===== src/rtl/kpn_fanout_queue.sv =====
// Single-writer, multi-reader KPN channel: each token is delivered once to every reader, preloaded with precharge tokens.
// Optional sticky overflow/underflow flags are enabled by defining KPN_QUEUE_ERR_FLAGS_EN.
module kpn_fanout_queue #(
  parameter int BITS_NUMBER              = 16,
  parameter int FIFO_ELEMENTS            = 5,
  parameter int NUMBER_OF_PRECHARGE_DATA = 4,
  parameter int NUM_READERS              = 2,
  parameter int PRECHARGE_BASE           = 0
) (
  input  logic                                            clk,
  input  logic                                            rst_n,
  input  logic                                            wr,
  input  logic [BITS_NUMBER-1:0]                          data_in,
  output logic                                            full,
  input  logic [NUM_READERS-1:0]                          rd,
  output logic [NUM_READERS*BITS_NUMBER-1:0]              output_1,
  output logic [NUM_READERS-1:0]                          empty,
  output logic [NUM_READERS*$clog2(FIFO_ELEMENTS+1)-1:0]  level
`ifdef KPN_QUEUE_ERR_FLAGS_EN
  ,
  output logic                                            overflow,
  output logic [NUM_READERS-1:0]                          underflow
`endif
);

  localparam int PW = $clog2(FIFO_ELEMENTS);
  localparam int LW = $clog2(FIFO_ELEMENTS + 1);
  localparam logic [PW-1:0] WPTR_RST = PW'(NUMBER_OF_PRECHARGE_DATA % FIFO_ELEMENTS);
  localparam logic [LW-1:0] CNT_RST  = LW'(NUMBER_OF_PRECHARGE_DATA);
  localparam logic [LW-1:0] CNT_MAX  = LW'(FIFO_ELEMENTS);

  function automatic logic [PW-1:0] ptr_inc(input logic [PW-1:0] p);
    return (p == PW'(FIFO_ELEMENTS - 1)) ? '0 : p + 1'b1;
  endfunction

  function automatic logic [BITS_NUMBER-1:0] precharge_tok(input int i);
    return (i < NUMBER_OF_PRECHARGE_DATA) ? BITS_NUMBER'(PRECHARGE_BASE + i) : '0;
  endfunction

  logic [BITS_NUMBER-1:0] r_mem [FIFO_ELEMENTS];
  logic [PW-1:0]          r_wptr;
  logic [NUM_READERS-1:0] w_at_cap;
  logic                   w_wr_acc;

  // The slowest reader alone decides whether a write is accepted
  assign full     = |w_at_cap;
  assign w_wr_acc = wr & ~full;

  always_ff @(posedge clk) begin
    if (!rst_n) begin
      r_wptr <= WPTR_RST;
      for (int i = 0; i < FIFO_ELEMENTS; i++) r_mem[i] <= precharge_tok(i);
    end else if (w_wr_acc) begin
      r_mem[r_wptr] <= data_in;
      r_wptr        <= ptr_inc(r_wptr);
    end
  end

  for (genvar gi = 0; gi < NUM_READERS; gi++) begin : g_reader
    logic [PW-1:0]          r_rptr;
    logic [PW-1:0]          w_rptr_next;
    logic [LW-1:0]          r_count;
    logic [LW-1:0]          w_count_next;
    logic [BITS_NUMBER-1:0] r_out;
    logic                   w_pop;

    assign w_pop       = rd[gi] && (r_count != '0);
    assign w_rptr_next = w_pop ? ptr_inc(r_rptr) : r_rptr;

    always_comb begin
      w_count_next = r_count;
      if (w_wr_acc && !w_pop)      w_count_next = r_count + 1'b1;
      else if (!w_wr_acc && w_pop) w_count_next = r_count - 1'b1;
    end

    // Show-ahead head register; forward data_in when the new head is the slot being written
    always_ff @(posedge clk) begin
      if (!rst_n) begin
        r_rptr  <= '0;
        r_count <= CNT_RST;
        r_out   <= precharge_tok(0);
      end else begin
        r_rptr  <= w_rptr_next;
        r_count <= w_count_next;
        if (w_count_next != '0)
          r_out <= (w_wr_acc && (w_rptr_next == r_wptr)) ? data_in : r_mem[w_rptr_next];
      end
    end

    assign w_at_cap[gi]                               = (r_count == CNT_MAX);
    assign empty[gi]                                  = (r_count == '0);
    assign output_1[gi*BITS_NUMBER +: BITS_NUMBER]    = r_out;
    assign level[gi*LW +: LW]                         = r_count;

`ifdef KPN_QUEUE_ERR_FLAGS_EN
    logic r_underflow;
    always_ff @(posedge clk) begin
      if (!rst_n) r_underflow <= 1'b0;
      else        r_underflow <= r_underflow | (rd[gi] & (r_count == '0));
    end
    assign underflow[gi] = r_underflow;
`endif
  end

`ifdef KPN_QUEUE_ERR_FLAGS_EN
  logic r_overflow;
  always_ff @(posedge clk) begin
    if (!rst_n) r_overflow <= 1'b0;
    else        r_overflow <= r_overflow | (wr & full);
  end
  assign overflow = r_overflow;
`endif

endmodule

===== config.mk =====
export PLATFORM = sky130hd
export DESIGN_NAME = kpn_fanout_queue
export DESIGN_NICKNAME = d
export VERILOG_FILES = /design/src/rtl/kpn_fanout_queue.sv
export SDC_FILE = /design/constraint.sdc
export NUM_CORES = 1
export LEC_CHECK = 0
export CORE_UTILIZATION = 57
export CTS_BUF_LIST = sky130_fd_sc_hd__clkbuf_16
export DETAILED_ROUTE_END_ITERATION = 7
export PLACE_DENSITY = 0.86
export SLEW_MARGIN = 40
export SYNTH_ARGS = -nofsm -noshare
export SYNTH_HDL_FRONTEND = slang
export SYNTH_SLANG_ARGS = --single-unit

===== constraint.sdc =====
create_clock -name clk -period 4.7 [get_ports clk]
set_input_delay 0.705 -clock clk [delete_from_list [all_inputs] [get_ports clk]]
set_output_delay 0.705 -clock clk [all_outputs]
set_load 0.02 [all_outputs]

==> flow_summary.json <==
{
  "transition_at_the_pin_with_the_smallest_max_transition_slack_ns": 0.882,
  "final.setup_skew_ns": 0.00969,
  "finalHoldViolCount": 0,
  "synth-async-reset-ratio": 0,
  "cts_buffers": 17,
  "timing.critical_path.slowest_cell_delay_ns": 0.71,
  "seq_area_frac_synth": 0.486,
  "detailroute.via_count": 8177,
  "critical_path_cell_count": 10,
  "grt_max_degree": 66,
  "worstPathArrival_ns": 3.89,
  "synthTopCellsByArea": "edfxtp_1 (39%), dfxtp_1 (9.6%), mux2i_1 (8.5%)",
  "slew_headroom": 0.412,
  "post-route-min-period_ns": 3.57,
  "firstDrtPassIters": 6,
  "cts_post_setup_buffers_inserted": 0,
  "layout_worst_path_cycle_share": 0.760,
  "dp_slack_ns": 1.15,
  "initial_antenna_violation_count": 0,
  "placedCellCount": 1150,
  "clock-root-buffer": "clkbuf_16",
  "outcome": "finished clean",
  "fill_cells": 1274,
  "number_of_cells_produced_by_synthesis": 911,
  "classification_of_the_worst_setup_path": "flip-flop to flip-flop",
  "die_width_um": 133,
  "cts.reportedPaths.clkPinSlew_ns": 0.07,
  "antenna-diode-count": 0,
  "synth.avg_cell_area_um2": 10.8,
  "gp_congestion": 0.934,
  "synth_largest_area_cell": "edfxtp_1",
  "ctsResizeCount": 0,
  "first_global_vias": 7558,
  "worstPathMaxFanout": 29,
  "non_filler_cells_in_the_finished_layout": 1182,
  "quantity_of_hold_fixing_buffers_added_after_cts": 0,
  "yosysMostFrequentCell": "edfxtp_1",
  "worst-r2r-cell-count": 10,
  "cp_top_family": "compound AO/OA/AOI/OAI gates",
  "count_of_input_and_output_buffers": 61,
  "min_path_type": "flip-flop to flip-flop",
  "endpoint_kind": "flip-flop",
  "finalMaxSlewViolations": 0,
  "drive_gt1_frac": 0.121,
  "grt_setup_unrepaired": "false",
  "cts.sink_count": 175,
  "layout.nets": 984,
  "worst_slack_ns": 1.13,
  "critPathBufInv": 2,
  "final_core_util": 0.668,
  "tritoncts": "yes",
  "syn2layout_area_growth_pct": 13.5,
  "critical_path.slowest_cell": "a211oi_4",
  "chip_height_um": 133,
  "cts_max_level": 4,
  "rows": 47,
  "die-area_um2": 17800,
  "critPathRequiredTime_ns": 5.02,
  "syn-cell-area_um2": 9840,
  "synth.cells.most_frequent": "edfxtp_1 (128), mux2i_1 (84), and2_1 (79)",
  "clk-insertion-delay-late_ns": 0.44,
  "critical_path.cell_chain": "inv_1 -> ha_1 -> ha_1 -> nand2b_4 -> nor2_1 -> buf_4 -> a221oi_4 -> a211oi_4 -> nor4_1 -> o31ai_1",
  "first_iter_violations": 1368,
  "clockBufferDepth": 2,
  "core_um2": 16700,
  "grt_pass1_wl_um": 43600,
  "synth_edf_count": 128,
  "boundaryPins": 62,
  "finalWirelength_um": 28300,
  "grt-ovfl-total": 0,
  "final-setup-viol-count": 0,
  "most_common_cell_type_on_the_critical_path": "ha_1",
  "viasPerCell": 6.92,
  "routed_wire_length_per_instance_um": 24.0,
  "initial_core_utilization": 0.589,
  "worstHoldPathCells": 2,
  "cap_viol_max_count": 0,
  "dp.final_hpwl_um": 18500,
  "synth.ff_latch_count": 175,
  "leakagePower_nw": 4.13,
  "peak_clock_frequency_supported_by_timing_mhz": 280,
  "drtAntennaViolNets": 0,
  "drc_errors": 0,
  "fraction_of_synthesized_cell_area_taken_by_the_top_area_cell_type": 0.391,
  "power_density_nw_per_um2": 531,
  "post_route_setup_tns_ns": 0,
  "ys.warnings.count": 0,
  "netlist-cell-type-count": 71,
  "synth_nets": 946,
  "vdd_drop_max_mv": 0.349,
  "worst_setup_path_start_kind": "flip-flop",
  "groute.usage.overall": 0.324,
  "synth_flop_cell": "edfxtp_1"
}
[worst min-delay path: stages, from the launching register on]
cell and delay [ns]:
dfxtp_1 0.31, nor2_1 0.10, a211oi_1 0.05
[power by group]
group / internal (mW) / total, mW / switching [mW] / leakage (nW)
logic: 0.993 / 2.50 / 1.50 / 2.24
clock network: 0.724 / 1.34 / 0.616 / 0.262
registers: 1.88 / 2.09 / 0.206 / 1.64
total: 3.60 / 5.92 / 2.33 / 4.13
[stage by stage]
stage / power, mW / hold slack, ns / instance area [um^2]
6_report: 5.92 / 0.507 / 11200
5_1_grt: 6.15 / 0.537 / 11200
4_1_cts: 5.86 / 0.511 / 11200
3_5_place_dp: 4.51 / 0.502 / 10600
3_3_place_gp: 4.46 / 0.492 / 10600
2_1_floorplan: 3.75 / 0.546 / 9840
[final cells by class]
class / instances / area [um^2] / share of cell area
inverters: 17 / 67.6 / 0.00605
multi-input cells: 649 / 4660 / 0.417
well taps: 220 / 275 / 0.0247
clock buffers: 17 / 425 / 0.0381
clock inverters: 15 / 119 / 0.0106
flip-flops and latches: 175 / 4780 / 0.429
repair buffers: 89 / 833 / 0.0746
[layer usage]
| metal | up-vias | track usage | share of wire |
|---|---|---|---|
| li1 | 3542 | - | - |
| met3 | 108 | 0.0811 | 0.14 |
| met5 | - | 0 | 0 |
| met4 | 0 | 0.109 | 0.029 |
| met1 | 3862 | 0.470 | 0.40 |
| met2 | 665 | 0.474 | 0.43 |
[sequential cells by signal, summed over array words and instances (netlist names)]
name              cells
r_mem               128
g_reader.r_out       32
g_reader.r_count      6
g_reader.r_rptr       6
r_wptr                3
[path summary, 6_finish.rpt]
kind	slack, ns	start	endpoint
min	0.51	g_reader[0].r_out[2]	g_reader[0].r_out[2]
max reg2reg	1.13	g_reader[1].r_count[0]	g_reader[1].r_out[1]
min reg2reg	0.51	g_reader[0].r_out[2]	g_reader[0].r_out[2]
max	1.13	g_reader[1].r_count[0]	g_reader[1].r_out[1]
[placed cells by master (no fill, tap or decap), types with 10 or more instances in the layout]
| cell | count |
|---|---|
| mux2_2 | 13 |
| nand3b_1 | 18 |
| mux2i_1 | 83 |
| a21oi_1 | 50 |
| edfxtp_1 | 128 |
| o211a_1 | 15 |
| a211oi_2 | 10 |
| clkbuf_16 | 17 |
| o21ai_1 | 10 |
| a311oi_1 | 16 |
| nand3_1 | 53 |
| a211oi_1 | 14 |
| o21ai_0 | 39 |
| inv_1 | 15 |
| and2_1 | 79 |
| o2111ai_1 | 13 |
| ha_1 | 14 |
| nand2_1 | 47 |
| nor2_1 | 42 |
| clkdlybuf4s50_1 | 61 |
| dfxtp_1 | 47 |
| buf_4 | 27 |
| a32oi_1 | 13 |
| a22oi_1 | 32 |
[cell families (layout without fill, tap and decap cells)]
logic type      after synthesis  after routing  synth area share
compound gates              249            249             0.190
xor+xnor                      5              5           0.00445
fa+ha+maj                    14             14            0.0178
buf+inv                      87            138            0.0439
flops                       175            175             0.486
mux                          98             98             0.101
simple gates                283            283             0.156
No activity file was read; power rests on OpenSTA's default activity.
==> variant 1: new RTL, same settings <==
Add a define of `KPN_QUEUE_ERR_FLAGS_EN`.
--- a/src/rtl/kpn_fanout_queue.sv
+++ b/src/rtl/kpn_fanout_queue.sv
@@ -1,4 +1,6 @@
 // Single-writer, multi-reader KPN channel: each token is delivered once to every reader, preloaded with precharge tokens.
 // Optional sticky overflow/underflow flags are enabled by defining KPN_QUEUE_ERR_FLAGS_EN.
+`define KPN_QUEUE_ERR_FLAGS_EN
+
 module kpn_fanout_queue #(
   parameter int BITS_NUMBER              = 16,
Function (old outputs only; new: overflow and underflow): kept (Yosys induction, for registers that start in step).
==> variant 1 against the original RTL <==
  * The run now ends with design-rule violations left
  * Wire length is 8.5% lower
  * Total power is 0.76% lower
  * Count of clock-buffer cells in the layout is 1 higher
  * Design area is 3.6% lower
  * Synthesized area is 6.1% lower
  * Setup slack better by 0.088 ns
  * Core utilization is 1.2 points higher
  * Sequential cell count is 3 higher
  * First-iteration DRC count is 41% lower
  * Clock skew is 0.0015 ns lower
  * Fmax is 2.5% higher
  * Clock power is 14% higher
  * Critical path type unchanged
  * Largest cell class unchanged
==> variant 1: results (changes against the original RTL) <==
- The multi-input combinational area share is 0.379 (-0.0387).
- The via count of the first global-routing pass is 7,089 (-6.2%).
- The pin count of the biggest net entering global routing was 52 (-21%).
- The gate count after technology mapping was 855 (-6.1%).
- The global-route wire length before repair is 39,100 µm (-10%).
- The count of inverters other than clock inverters in the layout is 14 (-3).
- The transition time at the pin with the least slew margin is 0.925 ns (+0.0421 ns).
- The routed length on met2 is 11,700 µm (-4.5%).
- The checks that failed: design-rule violations.
- The peak supply drop is 0.000318 V (-8.8%).
- The multiplexer share of the synthesized area is 0.105 (+0.00401).
- The count of distinct cell types in the synthesized netlist is 54 (-24%).
- The wire length on met3 was 2600 µm (-36%).
- The number of cells traversed by the worst register-to-register path is 12 (+2).
- The fraction of the mapped netlist area in adder cells is 0.0190 (+0.00115).
- The cell total after placement is 1,107 (-3.7%).
- The global-route track usage on met2 is 0.491 (+0.0169).
- The post-route DRC violation count is 1 (+1).
- Yosys attributes the largest share of cell area to edfxtp_1 42%, dfxtp_1 11%, mux2i_1 10%.
- The slowest stage of the critical path is the buf_4 cell.
- The cell family contributing the most delay on the critical path is buffers and inverters.
- The area after detailed placement was 10,100 µm² (-4.7%).
- The commonest cells after synthesis are 128 x edfxtp_1, 98 x nand2_1, 94 x mux2i_1, 85 x and2_1, 50 x dfxtp_1.
- The net count reported at finish is 945 (-4.0%).
- The initial DRC count was 801 (-41%).
- The clock-cell share of area is 0.0592 (+0.0104).
- The global-route track usage on met1 came to 0.424 (-0.0464).
- The net switching share of the total power is 0.362 (-0.0302).
- The number of sequential cells in the layout is 178 (+1.7%).
- After synthesis, the largest family of logic cells by area is simple AND/OR/NAND/NOR gates.
- The per-cell routed wire length is 22.8 µm (-5.0%).
- The area inside the core boundary is 15,800 µm² (-5.2%).
- The number of inserted filler cells in the final layout is 1,167 (-8.4%).
- The delay of the slowest cell on the worst path was 0.62 ns (-0.09 ns).
- The endpoint of the most critical setup path is g_reader[1].r_out[15].
- The flow ran to the end, but the final reports show violations.
==> variant 1: cell types whose count changed after synthesis, sizes merged, moves of 12 or more <==
cell,before,now
nand2,48,98
a31oi,1,20
nand3b,18,0
a211oi,25,9
a311oi,16,0
o211a,15,0
nor2b,1,13
mux2,14,1
nor2,44,21
o21ai,54,41
o2111ai,13,0
nand3,53,36
a21oi,56,40
a32oi,13,28
==> variant 1: worst min path at each step <==
stage | from | to | slack, ns | depth (start not counted)
2_1_floorplan | g_reader[0].r_underflow | g_reader[0].r_underflow | 0.46 | 2
3_3_place_gp | g_reader[0].r_underflow | g_reader[0].r_underflow | 0.47 | 2
3_5_place_dp | g_reader[0].r_underflow | g_reader[0].r_underflow | 0.48 | 2
4_1_cts | g_reader[1].r_out[14] | g_reader[1].r_out[14] | 0.49 | 2
5_1_grt | g_reader[1].r_out[14] | g_reader[1].r_out[14] | 0.51 | 2
6_report | g_reader[1].r_underflow | g_reader[1].r_underflow | 0.49 | 2
==> variant 2: new RTL, same settings <==
Without the edit above. Put one more register stage on the output `level`, without a reset. The value now appears one clock later. The other outputs are not delayed to match.
--- a/src/rtl/kpn_fanout_queue.sv
+++ b/src/rtl/kpn_fanout_queue.sv
@@ -29,4 +29,6 @@
   localparam logic [LW-1:0] CNT_RST  = LW'(NUMBER_OF_PRECHARGE_DATA);
   localparam logic [LW-1:0] CNT_MAX  = LW'(FIFO_ELEMENTS);
+
+  logic [NUM_READERS*$clog2(FIFO_ELEMENTS+1)-1:0] level_d;
 
   function automatic logic [PW-1:0] ptr_inc(input logic [PW-1:0] p);
@@ -91,5 +93,5 @@
     assign empty[gi]                                  = (r_count == '0);
     assign output_1[gi*BITS_NUMBER +: BITS_NUMBER]    = r_out;
-    assign level[gi*LW +: LW]                         = r_count;
+    assign level_d[gi*LW +: LW]                         = r_count;
 
 `ifdef KPN_QUEUE_ERR_FLAGS_EN
@@ -112,3 +114,7 @@
 `endif
 
+  always_ff @(posedge clk) begin
+    level <= level_d;
+  end
+
 endmodule
Behaviour: not the same (Yosys sat finds a counterexample within 4 cycles, from zero or initial values and one cycle with rst_n low).
==> variant 2 against the original RTL <==
  * Setup slack got worse by 0.34 ns
  * Count of clock-buffer cells in the layout unchanged
  * Design area increased by 2.1%
  * Clock power increased by 8%
  * Wire length increased by 4.5%
  * Die area increased by 1.4%
  * Critical endpoint is now g_reader[1].r_out[0]
  * Sequential power decreased by 3%
  * Sequential cell count increased by 6
  * Total power decreased by 11%
  * Synthesized area increased by 1.5%
  * Critical path depth decreased by 1
==> variant 2: results (changes against the original RTL) <==
- The capture point of the worst reg-to-reg path is g_reader[1].r_out[0].
- The startpoint identified for the worst hold timing path is g_reader[1].r_count[2].
- By count the netlist is led by 128 x edfxtp_1, 83 x mux2i_1, 53 x dfxtp_1, 52 x nand2_1, 43 x and3_1.
- The fraction of the mapped netlist area in adder cells was 0.0175 (-0.000257).
- The area fraction in compound gates after synthesis came to 0.178 (-0.0121).
- The net count of the mapped netlist is 937 (-0.95%).
- The final-layout worst hold slack is 0.414 ns (-0.0932 ns).
- The largest fanout on the critical path is 20 (-31%).
- The count of distinct cell types in the synthesized netlist came to 79 (+11%).
- The peak supply drop is 0.000345 V (-1.2%).
- The initial DRC count was 1,295 (-5.3%).
- The fraction of layout cells with a size suffix above 1 is 0.119 (-0.00163).
- The setup slack of the worst register-to-register path is 0.79 ns (-0.34 ns).
- The hold path depth is 0 (-2).
- The number of cells traversed by the worst register-to-register path is 9 (-1).
- The delay of the slowest cell on the worst path is 0.60 ns (-0.11 ns).
- The half-perimeter wire length after placement is 17,900 µm (-3.3%).
- The data arrival at the endpoint of the critical path is 4.28 ns (+0.39 ns).
- The flow ran to the end, and the final reports show no timing, DRC or antenna violations.
- The overall via count from detail_route is 8,479 (+3.7%).
- The last weighted congestion value of the routability-driven placer is 0.880 (-5.8%).
- The aggregate routed wire length is 29,600 µm (+4.5%).
- The net count reported at finish is 972 (-1.2%).
- The via count of the first global-routing pass is 8,282 (+9.6%).
- The area share of xor/xnor cells in the synthesized design is 0.00263 (-0.00182).
- The slowest stage of the critical path belongs to the cell and2b_1.
- The tightest min-delay check is of the reg2reg type.
- The global-route wire length before repair is 45,500 µm (+4.3%).
- The multiplexer share of the synthesized area is 0.0904 (-0.0111).
- The number of buffers created by CTS is 17 (unchanged).
- The static leakage is 4.24 nW (+2.6%).
- The share of the yosys chip area belonging to registers is 0.491 (+0.00502).
- The number of inserted filler cells in the final layout is 1,255 (-1.5%).
- For hold timing, the worst endpoint is level[5].
- The first-pass iteration count of the detailed router came to 6 (unchanged).
- The total routing usage reported by global routing is 0.334 (+0.00946).
- The worst clock skew is 0.00886 ns (-0.000830 ns).
- The pin count of the biggest net entering global routing is 57 (-14%).
- The worst slew margin relative to its limit is 0.474 (+0.0623).
- Ranked by total cell area, the synthesized netlist is headed by edfxtp_1 39%, dfxtp_1 11%, mux2i_1 8.3%.
- The largest buffer count on any clock path is 2 (unchanged).
- The largest registers in the layout are r_mem x128, g_reader.r_out x32.
variant 2: layer usage:
| layer | global-route usage | vias to the layer above | part of all wire |
|---|---|---|---|
| met2 | 0.534 | 690 | 0.47 |
| met5 | 0 | - | 0 |
| met1 | 0.423 | 4029 | 0.36 |
| met3 | 0.0722 | 146 | 0.12 |
| met4 | 0.182 | 0 | 0.046 |
| li1 | - | 3614 | - |
variant 2: logic make-up after synthesis:
logic type | Yosys count
and+or+nand+nor | 282
AOI/OAI and AO/OA | 224
DFF | 181
buffers and inverters | 110
muxes | 88
adders and majority gates | 14
xor gates and xnor gates | 3
variant 2: layout make-up:
cell class	instances	area (µm²)	share of cell area
Clock buffer	17	425	0.0373
Clock inverter	15	163	0.0143
Inverter	30	113	0.00988
Multi-Input combinational cell	611	4610	0.404
Sequential cell	181	4900	0.430
Tap cell	225	282	0.0247
Timing Repair Buffer	96	901	0.0791
variant 2: how the worst max path moves through the flow:
stage	endpoint	slack [ns]	cells past startpoint	from
floorplan	r_mem[6][0]	1.60	6	wr
global route	g_reader[1].r_out[0]	0.70	9	g_reader[1].r_count[0]
finish	g_reader[1].r_out[0]	0.79	9	g_reader[1].r_count[0]
detailed placement	g_reader[0].r_out[0]	0.91	7	rd[0]
global placement	g_reader[0].r_out[13]	0.93	7	rd[0]
CTS	g_reader[1].r_out[0]	0.92	9	g_reader[1].r_count[0]
variant 2: report_power, final:
group,internal [mW],switching (mW)
Sequential,1.89,0.139
Clock,0.831,0.624
Combinational,0.728,1.07
variant 2: stage by stage:
| step | instances | setup WS, ns | area [µm²] | utilization |
|---|---|---|---|---|
| floorplan | 902 | 1.60 | 9980 | - |
| global placement | 1142 | 0.927 | 10800 | 0.627 |
| detailed placement | 1143 | 0.910 | 10800 | 0.629 |
| CTS | 1175 | 0.924 | 11400 | 0.663 |
| global route | 1175 | 0.699 | 11400 | 0.663 |
| finish | 1175 | 0.791 | 11400 | 0.663 |
